## config.mk

```make
export PLATFORM = sky130hd
export DESIGN_NAME = serial_operand_feeder_flat
export DESIGN_NICKNAME = d
export VERILOG_FILES = /design/src/rtl/serial_operand_feeder_if.sv /design/src/rtl/serial_operand_feeder.sv /design/src/flat_wrapper.sv
export SDC_FILE = /design/constraint.sdc
export NUM_CORES = 1
export LEC_CHECK = 0
export ABC_AREA = 1
export BUFFER_PORTS_ARGS = -buffer_cell sky130_fd_sc_hd__buf_2
export CORE_ASPECT_RATIO = 2
export CORE_UTILIZATION = 35
export DETAILED_ROUTE_END_ITERATION = 10
export HOLD_SLACK_MARGIN = 0.1
export PLACE_DENSITY = 0.55
export SYNTH_ARGS = -nofsm -noshare
export SYNTH_HDL_FRONTEND = slang
export SYNTH_SLANG_ARGS = --single-unit
```

## constraint.sdc

```tcl
create_clock -name clk -period 1.4 [get_ports clk]
set_input_delay 0 -clock clk [delete_from_list [all_inputs] [get_ports clk]]
set_output_delay 0 -clock clk [all_outputs]
set_load 0.005 [all_outputs]
```

## src/rtl/serial_operand_feeder_if.sv

```systemverilog
// Bundle between the operand producer, the serial operand feeder and the serial adder.
// SERIAL_FEEDER_SUB_EN adds the in_sub request line.
interface serial_operand_feeder_if #(
    parameter int WIDTH = 8
);
    localparam int IDX_W = $clog2(WIDTH);

    logic             in_valid;
    logic             in_ready;
    logic [WIDTH-1:0] in_a;
    logic [WIDTH-1:0] in_b;
    logic             in_cin;
`ifdef SERIAL_FEEDER_SUB_EN
    logic             in_sub;
`endif
    logic             adder_rst;
    logic             ser_a;
    logic             ser_b;
    logic             ser_cin;
    logic             ser_valid;
    logic [IDX_W-1:0] bit_idx;
    logic             last;

    // master = operand producer / adder side, slave = the feeder itself
    modport master (
`ifdef SERIAL_FEEDER_SUB_EN
        output in_sub,
`endif
        output in_valid, in_a, in_b, in_cin,
        input  in_ready, adder_rst, ser_a, ser_b, ser_cin, ser_valid, bit_idx, last
    );

    modport slave (
`ifdef SERIAL_FEEDER_SUB_EN
        input  in_sub,
`endif
        input  in_valid, in_a, in_b, in_cin,
        output in_ready, adder_rst, ser_a, ser_b, ser_cin, ser_valid, bit_idx, last
    );
endinterface

```

## src/rtl/serial_operand_feeder.sv

```systemverilog
// Accepts a parallel operand pair, pulses the serial adder's reset, then streams a/b LSB-first.
// Optional subtract mode is enabled with the SERIAL_FEEDER_SUB_EN macro.
module serial_operand_feeder #(
    parameter int WIDTH = 8
) (
    input  logic                    clk,
    input  logic                    reset_n,
    serial_operand_feeder_if.slave  bus
);
    localparam int IDX_W = $clog2(WIDTH);
    localparam logic [IDX_W-1:0] LAST_IDX = IDX_W'(WIDTH - 1);

    typedef enum logic [1:0] {
        IDLE  = 2'd0,
        CLEAR = 2'd1,
        SHIFT = 2'd2
    } state_t;

    state_t           state_q, state_d;
    logic [WIDTH-1:0] a_sr_q, a_sr_d;
    logic [WIDTH-1:0] b_sr_q, b_sr_d;
    logic             adder_rst_q, adder_rst_d;
    logic             ser_a_q, ser_a_d;
    logic             ser_b_q, ser_b_d;
    logic             ser_cin_q, ser_cin_d;
    logic             ser_valid_q, ser_valid_d;
    logic [IDX_W-1:0] bit_idx_q, bit_idx_d;
    logic             last_q, last_d;

    logic             accept;
    logic [WIDTH-1:0] b_load;
    logic             cin_load;

    // Subtraction is a + ~b + 1, so only the loaded B word and carry-in change.
    always_comb begin
`ifdef SERIAL_FEEDER_SUB_EN
        b_load   = bus.in_sub ? ~bus.in_b : bus.in_b;
        cin_load = bus.in_sub | bus.in_cin;
`else
        b_load   = bus.in_b;
        cin_load = bus.in_cin;
`endif
    end

    assign accept       = bus.in_valid && (state_q == IDLE);
    assign bus.in_ready = (state_q == IDLE);

    always_comb begin
        state_d     = state_q;
        a_sr_d      = a_sr_q;
        b_sr_d      = b_sr_q;
        adder_rst_d = 1'b0;
        ser_a_d     = 1'b0;
        ser_b_d     = 1'b0;
        ser_cin_d   = ser_cin_q;
        ser_valid_d = 1'b0;
        bit_idx_d   = '0;
        last_d      = 1'b0;

        case (state_q)
            IDLE: begin
                ser_cin_d = 1'b0;
                if (accept) begin
                    a_sr_d      = bus.in_a;
                    b_sr_d      = b_load;
                    ser_cin_d   = cin_load;
                    adder_rst_d = 1'b1;
                    state_d     = CLEAR;
                end
            end
            CLEAR: begin
                ser_valid_d = 1'b1;
                ser_a_d     = a_sr_q[0];
                ser_b_d     = b_sr_q[0];
                a_sr_d      = a_sr_q >> 1;
                b_sr_d      = b_sr_q >> 1;
                state_d     = SHIFT;
            end
            SHIFT: begin
                // Registered outputs already show bit_idx_q; the final bit leaves with the return to IDLE.
                if (bit_idx_q == LAST_IDX) begin
                    ser_cin_d = 1'b0;
                    state_d   = IDLE;
                end else begin
                    ser_valid_d = 1'b1;
                    ser_a_d     = a_sr_q[0];
                    ser_b_d     = b_sr_q[0];
                    a_sr_d      = a_sr_q >> 1;
                    b_sr_d      = b_sr_q >> 1;
                    bit_idx_d   = bit_idx_q + 1'b1;
                    last_d      = ((bit_idx_q + 1'b1) == LAST_IDX);
                end
            end
            default: begin
                ser_cin_d = 1'b0;
                state_d   = IDLE;
            end
        endcase
    end

    always_ff @(posedge clk) begin
        if (!reset_n) begin
            state_q     <= IDLE;
            a_sr_q      <= '0;
            b_sr_q      <= '0;
            adder_rst_q <= 1'b0;
            ser_a_q     <= 1'b0;
            ser_b_q     <= 1'b0;
            ser_cin_q   <= 1'b0;
            ser_valid_q <= 1'b0;
            bit_idx_q   <= '0;
            last_q      <= 1'b0;
        end else begin
            state_q     <= state_d;
            a_sr_q      <= a_sr_d;
            b_sr_q      <= b_sr_d;
            adder_rst_q <= adder_rst_d;
            ser_a_q     <= ser_a_d;
            ser_b_q     <= ser_b_d;
            ser_cin_q   <= ser_cin_d;
            ser_valid_q <= ser_valid_d;
            bit_idx_q   <= bit_idx_d;
            last_q      <= last_d;
        end
    end

    assign bus.adder_rst = adder_rst_q;
    assign bus.ser_a     = ser_a_q;
    assign bus.ser_b     = ser_b_q;
    assign bus.ser_cin   = ser_cin_q;
    assign bus.ser_valid = ser_valid_q;
    assign bus.bit_idx   = bit_idx_q;
    assign bus.last      = last_q;
endmodule

```

## src/flat_wrapper.sv

```systemverilog
// flat-port wrapper written by rule: the top's interface ports become plain ports
module serial_operand_feeder_flat 
#(
    parameter int WIDTH = 8
)
  (clk, reset_n, bus_in_valid, bus_in_a, bus_in_b, bus_in_cin, bus_in_ready, bus_adder_rst, bus_ser_a, bus_ser_b, bus_ser_cin, bus_ser_valid, bus_bit_idx, bus_last);
  serial_operand_feeder_if #(.WIDTH(WIDTH)) bus_i ();
  input  logic clk;
  input  logic reset_n;
  input wire logic [$bits(bus_i.in_valid)-1:0] bus_in_valid;
  input wire logic [$bits(bus_i.in_a)-1:0] bus_in_a;
  input wire logic [$bits(bus_i.in_b)-1:0] bus_in_b;
  input wire logic [$bits(bus_i.in_cin)-1:0] bus_in_cin;
  output wire logic [$bits(bus_i.in_ready)-1:0] bus_in_ready;
  output wire logic [$bits(bus_i.adder_rst)-1:0] bus_adder_rst;
  output wire logic [$bits(bus_i.ser_a)-1:0] bus_ser_a;
  output wire logic [$bits(bus_i.ser_b)-1:0] bus_ser_b;
  output wire logic [$bits(bus_i.ser_cin)-1:0] bus_ser_cin;
  output wire logic [$bits(bus_i.ser_valid)-1:0] bus_ser_valid;
  output wire logic [$bits(bus_i.bit_idx)-1:0] bus_bit_idx;
  output wire logic [$bits(bus_i.last)-1:0] bus_last;
  assign bus_i.in_valid = bus_in_valid;
  assign bus_i.in_a = bus_in_a;
  assign bus_i.in_b = bus_in_b;
  assign bus_i.in_cin = bus_in_cin;
  assign bus_in_ready = bus_i.in_ready;
  assign bus_adder_rst = bus_i.adder_rst;
  assign bus_ser_a = bus_i.ser_a;
  assign bus_ser_b = bus_i.ser_b;
  assign bus_ser_cin = bus_i.ser_cin;
  assign bus_ser_valid = bus_i.ser_valid;
  assign bus_bit_idx = bus_i.bit_idx;
  assign bus_last = bus_i.last;
  serial_operand_feeder #(.WIDTH(WIDTH)) u_core (.clk(clk), .reset_n(reset_n), .bus(bus_i));
endmodule
```

-- Word level (Yosys, flattened, before mapping)
Cells that the tools add are included.
- bits in registers: 27
- bits of input ports: 20
- output and inout bits: 10
- add/sub/neg operators: 1
- eq/ne operators: 7
- mux-type cells: 19
- bitwise gates (word level): 3
- reductions and logical operators: 8
- operators with widths (kind ; number):
    8-bit case mux with 3 select lines ; 2
    8-bit 2-to-1 mux ; 4
    3-bit equality test (second input constant) ; 2
    1-bit 2-to-1 mux ; 6
    1-bit case mux with 2 select lines ; 3
    2-bit case mux with 3 select lines ; 1
    2-bit AND reduction ; 3
    2-bit 2-to-1 mux ; 2
    2-bit by 1-bit != test with 1-bit output (second input constant) ; 2
    3-bit by 1-bit adder with 3-bit output (second input constant) ; 1
    1-bit inverter ; 3
    1-bit case mux with 3 select lines ; 1
    3-bit AND reduction ; 1
    3-bit nonzero test ; 1
    3-bit OR reduction ; 1
    2-bit by 1-bit equality test with 1-bit output (second input constant) ; 1
    2-bit equality test (second input constant) ; 1
    2-bit zero test ; 1
    2-bit != test (second input constant) ; 1
    1-bit logical AND ; 1

-- Longest topological paths before layout
Gate-level depths: netlist of run 1.
- word-level depth: 4
- mapped depth: 8

-- Worst setup path before layout of run 1
No wires, ideal clock.
- kind: reg2reg
- start: register u_core.state_q[0]
- end: register u_core.a_sr_q[4]
- setup time: 0.113 ns
- arrival: 1.235 ns
- data required time: 1.287 ns
- setup slack: 0.052 ns
- stages on the path, launching flop included: 8
- buffers on the path: 1
- clock period less this slack: 1.348 ns
- cells stage by stage: dfxtp_1 > inv_1 > ha_1 > inv_1 > clkbuf_1 > o21ai_0 > nor2_1 > nor2_1
- word-level cells in the longest chain between the ends: 4
- elaborated cells between the ends (all ways): 9
- classes of those cells: eq/ne (4); mux (1); reduce/logical (4)
- ends and longest elaborated chain (what ; RTL line ; RTL):
    start, declared ; serial_operand_feeder.sv:19 ; state_t state_q, state_d;
    start signal, assigned ; serial_operand_feeder.sv:114 ; state_q <= state_d;
    2-bit zero test ; serial_operand_feeder.sv:45, serial_operand_feeder.sv:60 ;
    1-bit logical AND ; serial_operand_feeder.sv:45 ; assign accept = bus.in_valid && (state_q == IDLE);
    2-bit by 1-bit != test with 1-bit output (no line) ; n/a ;
    3-bit AND reduction (no line) ; n/a ;
    end signal, assigned ; serial_operand_feeder.sv:115 ; a_sr_q <= a_sr_d;
    end, declared ; serial_operand_feeder.sv:20 ; logic [WIDTH-1:0] a_sr_q, a_sr_d;
Several ways; a longest one is shown, not always the timed one.
A chain may end at the register's enable or synchronous reset.

-- Worst setup path in the final report of run 1
- start: register u_core.state_q[0]
- end: register u_core.b_sr_q[4]
- word-level cells in the longest chain between the ends: 4
- elaborated cells between the ends (all ways): 9
- classes of those cells: eq/ne (4); mux (1); reduce/logical (4)
- ends and longest elaborated chain (what ; RTL line ; RTL):
    2-bit zero test ; serial_operand_feeder.sv:45, serial_operand_feeder.sv:60 ;
    1-bit logical AND ; serial_operand_feeder.sv:45 ;
    2-bit by 1-bit != test with 1-bit output (no line) ; n/a ;
    3-bit AND reduction (no line) ; n/a ;
    end signal, assigned ; serial_operand_feeder.sv:116 ; b_sr_q <= b_sr_d;
    end, declared ; serial_operand_feeder.sv:21 ; logic [WIDTH-1:0] b_sr_q, b_sr_d;
Several ways; a longest one is shown, not always the timed one.

==> impl_metrics.tcl, run 1 <==
set metrics [dict create \
    hp-class "input port to flip-flop" \
    worst_ep_arrival_time_ns 1.56 \
    die_y_um 89.8 \
    ys_types 18 \
    drv_slew 0 \
    start_util 0.370 \
    drt-initial-drc-count 26 \
    cts_made_buffers 3 \
    die_x_um 45.9 \
    period_share 0.959 \
    cp.required_ns 1.62 \
    grt_max_degree 31 \
    synthAdderAreaFrac 0.0836 \
    clock_skew_ns 0.00396 \
    worstHoldEndpoint "u_core.bus.ser_cin" \
    reg2reg_to "u_core.b_sr_q[4]" \
    postCtsSetupBuffers 0 \
    htreeDepth 1 \
    synth.yosys.warnings 0 \
    cpPeakStageDelay_ns 0.34 \
    drc 0 \
    ioPinCount 30 \
    crit_path_top_delay_cell "dfxtp_1" \
    clock_latency_ns 0.27 \
    worst-path-max-fanout 7 \
    drive_gt1_frac 0.239 \
    min_path_cells 5 \
    die_area_sq_um 4120 \
    vias 1315 \
    leakage_nw 0.973 \
    synth_top_family_by_area "simple AND/OR/NAND/NOR gates" \
    timing.hold.ws_ns 0.0934 \
    tns_ns 0 \
    synth-seq-area-share 0.401 \
    cts_root_buf "clkbuf_8" \
    cp-start-kind "flip-flop" \
    met3_usage 0.0181 \
    setup_violations 0 \
    clk_pin_slew_ns 0.09 \
    final_antenna_net_count 0 \
    postLayoutCellArea_sq_um 1930 \
    drt_wl_total_um 3260 \
    firstDrtPassIters 4 \
    nNetsFinal 281 \
    antenna_found_initial 0 \
    hp-start "bus_in_cin" \
    grt_pass1_wl_um 5030 \
    dpl.hpwl_um 1890 \
    path_buf_inv 3 \
    cap_violations 0 \
    fmax_mhz 745 \
    rows 31 \
    grt_usage 0.160 \
    fin_crit_ns 1.34 \
    finalHoldViolations 0 \
    synth.mux.area_fraction 0 \
    synth_area_sq_um 1350 \
    synth_compound_area_frac 0.0669 \
    core-area_sq_um 3650 \
    met2_usage 0.288 \
    yosys.area_share.simple 0.322 \
    ff2ff_path_depth 7 \
    synth_xor_area_frac 0 \
    cellPowerDensity_nw_per_um2 982 \
    grt_pass1_vias 1295 \
    cts_tree "built" \
    worstSetupPathType "flip-flop to flip-flop" \
    slew_headroom 0.826 \
    end_kind "flip-flop" \
    use_met1 0.170 \
    wire_per_inst_um 10.9 \
    ys_ff_latch 27 \
    post_drt_via_cell_ratio 4.38 \
    synthToLayoutAreaGrowth_pct 43.4 \
    path_cells "inv_1 > ha_4 > inv_4 > clkbuf_16 > o21ai_0 > nor2_1 > nor2_1" \
    r2r_start "u_core.state_q[0]" \
    n_antenna_cell 0 \
    clock_path_buffers 2 \
    path_common_cell "nor2_1" \
    place_area_sq_um 1550 \
    busiest_layer "met2" \
    vdd_ir_drop_max_mv 0.814 \
    gp_congestion 0.718 \
    numPortBuffers 29 \
    clock_sinks 27 \
    syn_inst 198 \
    r2r_slack_ns 0.06 \
    status "finished, final reports clean" \
    avgSynthCellArea_sq_um 6.81 \
    overflow 0 \
    synth_nets 227 \
    crit_family "flip-flops" \
    tightest_slew_ns 0.261 \
]
## cell usage after synthesis (all sizes together)
cell type / n / share of area
inv: 31 / 0.086
a21oi: 3 / 0.011
nor3: 2 / 0.0074
o21ai: 15 / 0.056
nor2: 39 / 0.11
dfxtp: 27 / 0.40
nand2: 58 / 0.17
buf: 7 / 0.037
nand4: 2 / 0.0093
nand3: 4 / 0.024
ha: 9 / 0.084
clkbuf: 1 / 0.0028
## area by class of cell
type	count	area [sq um]
fill	411	1710
sequential	27	543
clock buffer	4	45.0
timing repair buffer	54	425
inverter	31	121
tap	49	61.3
multi-input combinational	135	736
## power by group
part           switching [W]  internal, W
Combinational       0.000322     0.000266
Sequential         0.0000201     0.000842
Clock               0.000243     0.000204
Total               0.000584      0.00131
## how the worst max path moves through the flow
stage	startpoint	end	slack [ns]	depth (start not counted)
floorplan	u_core.state_q[0]	u_core.a_sr_q[4]	0.05	7
global placement	u_core.bus.bit_idx[0]	u_core.b_sr_q[0]	-0.07	6
detailed placement	u_core.bus.bit_idx[0]	u_core.a_sr_q[5]	-0.08	6
CTS	u_core.bus.bit_idx[0]	u_core.a_sr_q[5]	-0.001	6
global route	u_core.state_q[0]	u_core.b_sr_q[4]	-0.06	7
finish	u_core.state_q[0]	u_core.b_sr_q[4]	0.06	7
## state kept, by name, indices dropped and copies added, names as in the netlist
signal,cells
u_core.bus.ser_a,1
u_core.bus.bit_idx,3
u_core.bus.ser_valid,1
u_core.bus.adder_rst,1
u_core.state_q,2
u_core.bus.last,1
u_core.b_sr_q,8
u_core.bus.ser_cin,1
u_core.bus.ser_b,1
u_core.a_sr_q,8
## worst register-to-register path, stage by stage, from the launching register on
cell and delay [ns]:
dfxtp_1 0.34, inv_1 0.08, ha_4 0.28, inv_4 0.05
clkbuf_16 0.16, o21ai_0 0.21, nor2_1 0.07, nor2_1 0.10
## routing by layer
layer  wire length, um  vias up
met5                 0        -
met4                78        0
met3                57        7
met2              1830       20
met1              1290      584
li1                  -      704
## cell usage in the layout, fill, tap and decap left out
cell	Yosys	routed
nand2_2	3	3
clkbuf_8	0	3
buf_2	4	29
buf_12	0	1
dfxtp_1	27	25
nand4_1	2	2
dlygate4sd3_1	0	18
ha_2	0	2
nor2_1	39	39
nand3_4	1	4
ha_1	9	5
inv_4	0	2
inv_1	28	25
nand2_1	54	53
nor3_1	2	2
nand3_1	3	3
o21ai_0	15	12
nand2_4	1	1
dfxtp_2	0	2
buf_4	1	4
clkbuf_1	1	1
inv_2	3	4
a21oi_1	3	3
clkbuf_16	0	2
nand2_8	0	1
ha_4	0	2
o21ai_1	0	3
## stage by stage
step	util	total power, W	worst slack [ns]	cells
6_report	0.530	0.00190	0.0570	300
5_1_grt	0.530	0.00203	-0.0609	300
4_1_cts	0.492	0.00182	-0.00130	296
3_5_place_dp	0.425	0.00132	-0.0788	273
3_3_place_gp	0.425	0.00132	-0.0677	273
2_1_floorplan	-	0.00121	0.0522	198
## cells by family after synthesis
family | Yosys count
AOI/OAI and AO/OA | 18
adders and majority gates | 9
buffers and inverters | 39
DFF | 27
and+or+nand+nor | 105
## what timing repair did
item                                    in CTS  in global routing
endpoints found under the setup margin      16                 16
resized for setup                            1                 20
gates cloned                                 1                  4
hold buffers                                18                  0
endpoints found under the hold margin       19                  0
pin swaps                                    2                  5
Power figures use the tool's default switching activity.
==> run 2, diff against run 1 <==
RECOVER_POWER = 25   (was not set)
SLEW_MARGIN = 20   (was not set)
==> run 2 against run 1 <==
Compared with the run above:
- core utilization barely moved
- register-to-register slack hardly changed
- non-clock buffer count did not move
- worst hold slack unchanged
- global-route usage stayed put
- sequential power barely moved
- largest cell class unchanged
==> impl_metrics.tcl, run 2 (synthesized netlist as in run 1, its figures left out) <==
set metrics [dict create \
    worst_ep_arrival_time_ns 1.56 \
    cp.required_ns 1.62 \
    antenna_found_initial 0 \
    setup_violations 0 \
    firstDrtPassIters 4 \
    post_drt_via_cell_ratio 4.38 \
    n_antenna_cell 0 \
    dpl.hpwl_um 1890 \
    end_kind "flip-flop" \
    grt_usage 0.160 \
    final_common_cell "nand2_1" \
    fmax_mhz 745 \
    vdd_ir_drop_max_mv 0.814 \
    core-area_sq_um 3650 \
    tns_ns 0 \
    clock_sinks 27 \
    cts_root_buf "clkbuf_8" \
    cts_made_buffers 3 \
    wire_per_inst_um 10.9 \
    final_antenna_net_count 0 \
    path_common_cell "nor2_1" \
    cpPeakStageDelay_ns 0.34 \
    nFillCells 412 \
    leakage_nw 0.972 \
    layout_common_cells "53 x nand2_1, 39 x nor2_1, 29 x buf_2, 26 x dfxtp_1, 25 x inv_1" \
    drt_wl_total_um 3260 \
    numPortBuffers 29 \
    drt-initial-drc-count 26 \
    drc 0 \
    tightest_slew_ns 0.261 \
    worstSetupPathType "flip-flop to flip-flop" \
    cellPowerDensity_nw_per_um2 982 \
    clock_path_buffers 2 \
    hp-class "input port to flip-flop" \
    path_cells "inv_1 > ha_4 > inv_4 > clkbuf_16 > o21ai_0 > nor2_1 > nor2_1" \
    nNetsFinal 281 \
    die_y_um 89.8 \
    die_x_um 45.9 \
    synthToLayoutAreaGrowth_pct 43.3 \
    fin_crit_ns 1.34 \
    status "finished, final reports clean" \
    drive_gt1_frac 0.235 \
    clock_skew_ns 0.00396 \
    postCtsSetupBuffers 0 \
    slew_headroom 0.826 \
    gp_congestion 0.718 \
    cap_violations 0 \
    htreeDepth 1 \
    period_share 0.959 \
    start_util 0.370 \
    grt_pass1_wl_um 5030 \
    vias 1315 \
    overflow 0 \
    cts_tree "built" \
    post-route-util 0.530 \
    clk_pin_slew_ns 0.09 \
    ioPinCount 30 \
    preCtsSetupSlack_ns -0.0788 \
    rows 31 \
    finalHoldViolations 0 \
    setup_slack_ns 0.0570 \
    die_area_sq_um 4120 \
    drv_slew 0 \
    timing.hold.ws_ns 0.0934 \
    crit_path_top_delay_cell "dfxtp_1" \
    grt_max_degree 31 \
    grt_pass1_vias 1295 \
    worst-path-max-fanout 7 \
    cp-start-kind "flip-flop" \
    clock_latency_ns 0.27 \
]
-- run 2: worst paths after layout --
path                      from                  to  slack (ns)  cells past startpoint
max          u_core.state_q[0]    u_core.b_sr_q[4]        0.06                      7
min reg2reg   u_core.a_sr_q[0]    u_core.bus.ser_a        0.46                      2
min                 bus_in_cin  u_core.bus.ser_cin        0.09                      5
max reg2reg  u_core.state_q[0]    u_core.b_sr_q[4]        0.06                      7
-- run 2: through the flow --
step / instance area [sq um] / total power [W] / cells
floorplan: 1350 / 0.00121 / 198
finish: 1930 / 0.00190 / 300
CTS: 1790 / 0.00182 / 296
global route: 1930 / 0.00203 / 300
detailed placement: 1550 / 0.00132 / 273
global placement: 1550 / 0.00132 / 273
-- run 2: per-layer routing --
layer | vias up | track usage | part of all wire
li1 | 704 | - | -
met1 | 584 | 0.170 | 0.40
met2 | 20 | 0.288 | 0.56
met3 | 7 | 0.0181 | 0.018
met4 | 0 | 0.0735 | 0.024
met5 | - | 0 | 0
-- run 2: layout make-up --
class                           instances  area, sq um  area share
Inverter                               31          121      0.0629
Sequential cell                        27          542       0.281
Clock buffer                            4         45.0      0.0233
Multi-Input combinational cell        135          736       0.381
Timing Repair Buffer                   54          425       0.220
Tap cell                               49         61.3      0.0318
-- run 2: worst max-delay path: cells and delay by family (launching register included) --
kind	cells	cell delay (ns)
flip-flops	1	0.34
buffers and inverters	3	0.28
adder cells (fa/ha/maj)	1	0.28
AO/OA/AOI/OAI	1	0.21
AND/OR/NAND/NOR	2	0.17
-- run 2: power breakdown --
part	internal (W)	switching [W]	total [W]
logic	0.000266	0.000322	0.000588
clock network	0.000204	0.000243	0.000447
registers	0.000842	0.0000201	0.000862
-- run 2: timing repair --
action	CTS	global route
pin swaps	2	5
gates cloned	1	4
gates resized for setup	1	20
hold buffers	18	0
endpoints found under the setup margin	16	16
hold endpoints to repair	19	0
==> run 3, diff against run 2 <==
PLACE_DENSITY = 0.53   (was 0.55)
clock period = 1.6 ns   (was 1.4 ns; I/O delays follow)
==> run 3 against run 2 <==
Compared with the run above:
- routed wire length down 16%
- core utilization is 4.5 points lower
- critical path type unchanged
- die area did not move
- worst hold slack improved by 0.034 ns
- fmax shrank 4.2%
- highest routed layer unchanged
- clock power down 13%
- largest cell class unchanged
- combinational power shrank 29%
- count of clock-buffer cells in the layout decreased by 1
- sequential power decreased by 12%
==> impl_metrics.tcl, run 3 (synthesized netlist as in run 1, its figures left out) <==
set metrics [dict create \
    overflow 0 \
    drt_wl_total_um 2750 \
    vdd_ir_drop_max_mv 0.471 \
    hp-class "input port to flip-flop" \
    layout_common_cells "54 x nand2_1, 39 x nor2_1, 28 x inv_1, 27 x dfxtp_1, 26 x buf_2" \
    slew_headroom 0.755 \
    gp_congestion 0.714 \
    fin_crit_ns 1.40 \
    crit_path_top_delay_cell "dfxtp_1" \
    tightest_slew_ns 0.368 \
    cp-start-kind "flip-flop" \
    grt_pass1_vias 1190 \
    rsz0062_at_grt "false" \
    wire_per_inst_um 9.37 \
    worst_ep_arrival_time_ns 1.58 \
    cpPeakStageDelay_ns 0.35 \
    use_met1 0.156 \
    worstSetupPathType "flip-flop to flip-flop" \
    cellPowerDensity_nw_per_um2 885 \
    worst-path-stages 7 \
    met2_usage 0.279 \
    clock_latency_ns 0.27 \
    start_util 0.370 \
    r2r_slack_ns 0.20 \
    cp.required_ns 1.78 \
    leakage_nw 0.905 \
    grt_max_degree 31 \
    synthToLayoutAreaGrowth_pct 31.2 \
    fmax_mhz 713 \
    core-area_sq_um 3650 \
    hp-start "reset_n" \
    die_area_sq_um 4120 \
    cts_made_buffers 3 \
    clock_path_buffers 2 \
    clock_skew_ns 0.00245 \
    clock_sinks 27 \
    firstDrtPassIters 4 \
    busiest_layer "met2" \
    die_x_um 45.9 \
    n_antenna_cell 0 \
    vias 1232 \
    ff2ff_path_depth 7 \
    numPortBuffers 29 \
    worst-path-max-fanout 30 \
    drt-initial-drc-count 10 \
    period_share 0.876 \
    postCtsSetupBuffers 0 \
    met3_usage 0.0181 \
    setup_violations 0 \
    status "finished, final reports clean" \
    dpl.hpwl_um 1950 \
    total_power_w 0.00156 \
    ioPinCount 30 \
    finalHoldViolations 0 \
    antenna_found_initial 0 \
    die_y_um 89.8 \
    drv_slew 0 \
    final_common_cell "nand2_1" \
    crit_family "adder cells" \
    rows 31 \
    worstHoldEndpoint "u_core.b_sr_q[5]" \
    reg2reg_to "u_core.a_sr_q[5]" \
    grt_pass1_wl_um 4740 \
    tns_ns 0 \
    clk_pin_slew_ns 0.09 \
    htreeDepth 1 \
    cts_tree "built" \
    path_cells "ha_1 > ha_1 > nand2_2 > nand3_4 > buf_12 > nor2_1 > nor2_1" \
    path_buf_inv 1 \
    drc 0 \
    r2r_start "u_core.bus.bit_idx[0]" \
    end_kind "flip-flop" \
    grt_usage 0.152 \
    timing.hold.ws_ns 0.127 \
    cts_root_buf "clkbuf_8" \
    post-route-util 0.485 \
    final_antenna_net_count 0 \
    post_drt_via_cell_ratio 4.20 \
    drive_gt1_frac 0.172 \
    cap_violations 0 \
    min_path_cells 3 \
    nNetsFinal 274 \
]
## run 3: stage by stage
stage | cell area, sq um | setup WS [ns] | cells
final | 1770 | 0.198 | 293
after global routing | 1770 | 0.0653 | 293
after CTS | 1770 | 0.177 | 293
after detailed placement | 1560 | 0.202 | 272
after global placement | 1560 | 0.208 | 272
after floorplan | 1350 | 0.252 | 198
## run 3: repair_timing
| item | CTS | global route |
|---|---|---|
| gates resized for setup | 0 | 0 |
| setup endpoints to repair | 0 | 0 |
| hold endpoints to repair | 18 | 0 |
| hold buffers | 17 | 0 |
## run 3: how the worst max path moves through the flow
stage | from | end | slack (ns)
3_3_place_gp | u_core.bus.bit_idx[0] | u_core.b_sr_q[5] | 0.21
5_1_grt | u_core.bus.bit_idx[0] | u_core.b_sr_q[0] | 0.07
6_report | u_core.bus.bit_idx[0] | u_core.a_sr_q[5] | 0.20
4_1_cts | u_core.state_q[1] | u_core.b_sr_q[3] | 0.18
3_5_place_dp | u_core.bus.bit_idx[0] | u_core.a_sr_q[5] | 0.20
2_1_floorplan | u_core.state_q[0] | u_core.a_sr_q[4] | 0.25
## run 3: final cells by class
| cell class | instances | area, sq um |
|---|---|---|
| clock inverters | 1 | 5.00 |
| clock buffers | 3 | 41.3 |
| flip-flops and latches | 27 | 541 |
| multi-input cells | 132 | 637 |
| well taps | 49 | 61.3 |
| fillers | 429 | 1880 |
| inverters | 31 | 116 |
| repair buffers | 50 | 367 |
## run 3: worst min-delay path, stage by stage
cell and delay [ns]:
buf_2 0.22, nand2_1 0.11, nor2_1 0.03
## run 3: layer usage
layer / up-vias / share of wire
met2: 16 / 0.55
met3: 2 / 0.024
met5: - / 0
li1: 680 / -
met4: 0 / 0.012
met1: 534 / 0.41
## run 3: where the power goes
group	leakage (nW)	switching, W	internal, W	total, W
Clock	0.0255	0.000216	0.000175	0.000390
Combinational	0.657	0.000234	0.000185	0.000419
Sequential	0.222	0.0000183	0.000737	0.000755
Total	0.905	0.000468	0.00110	0.00156
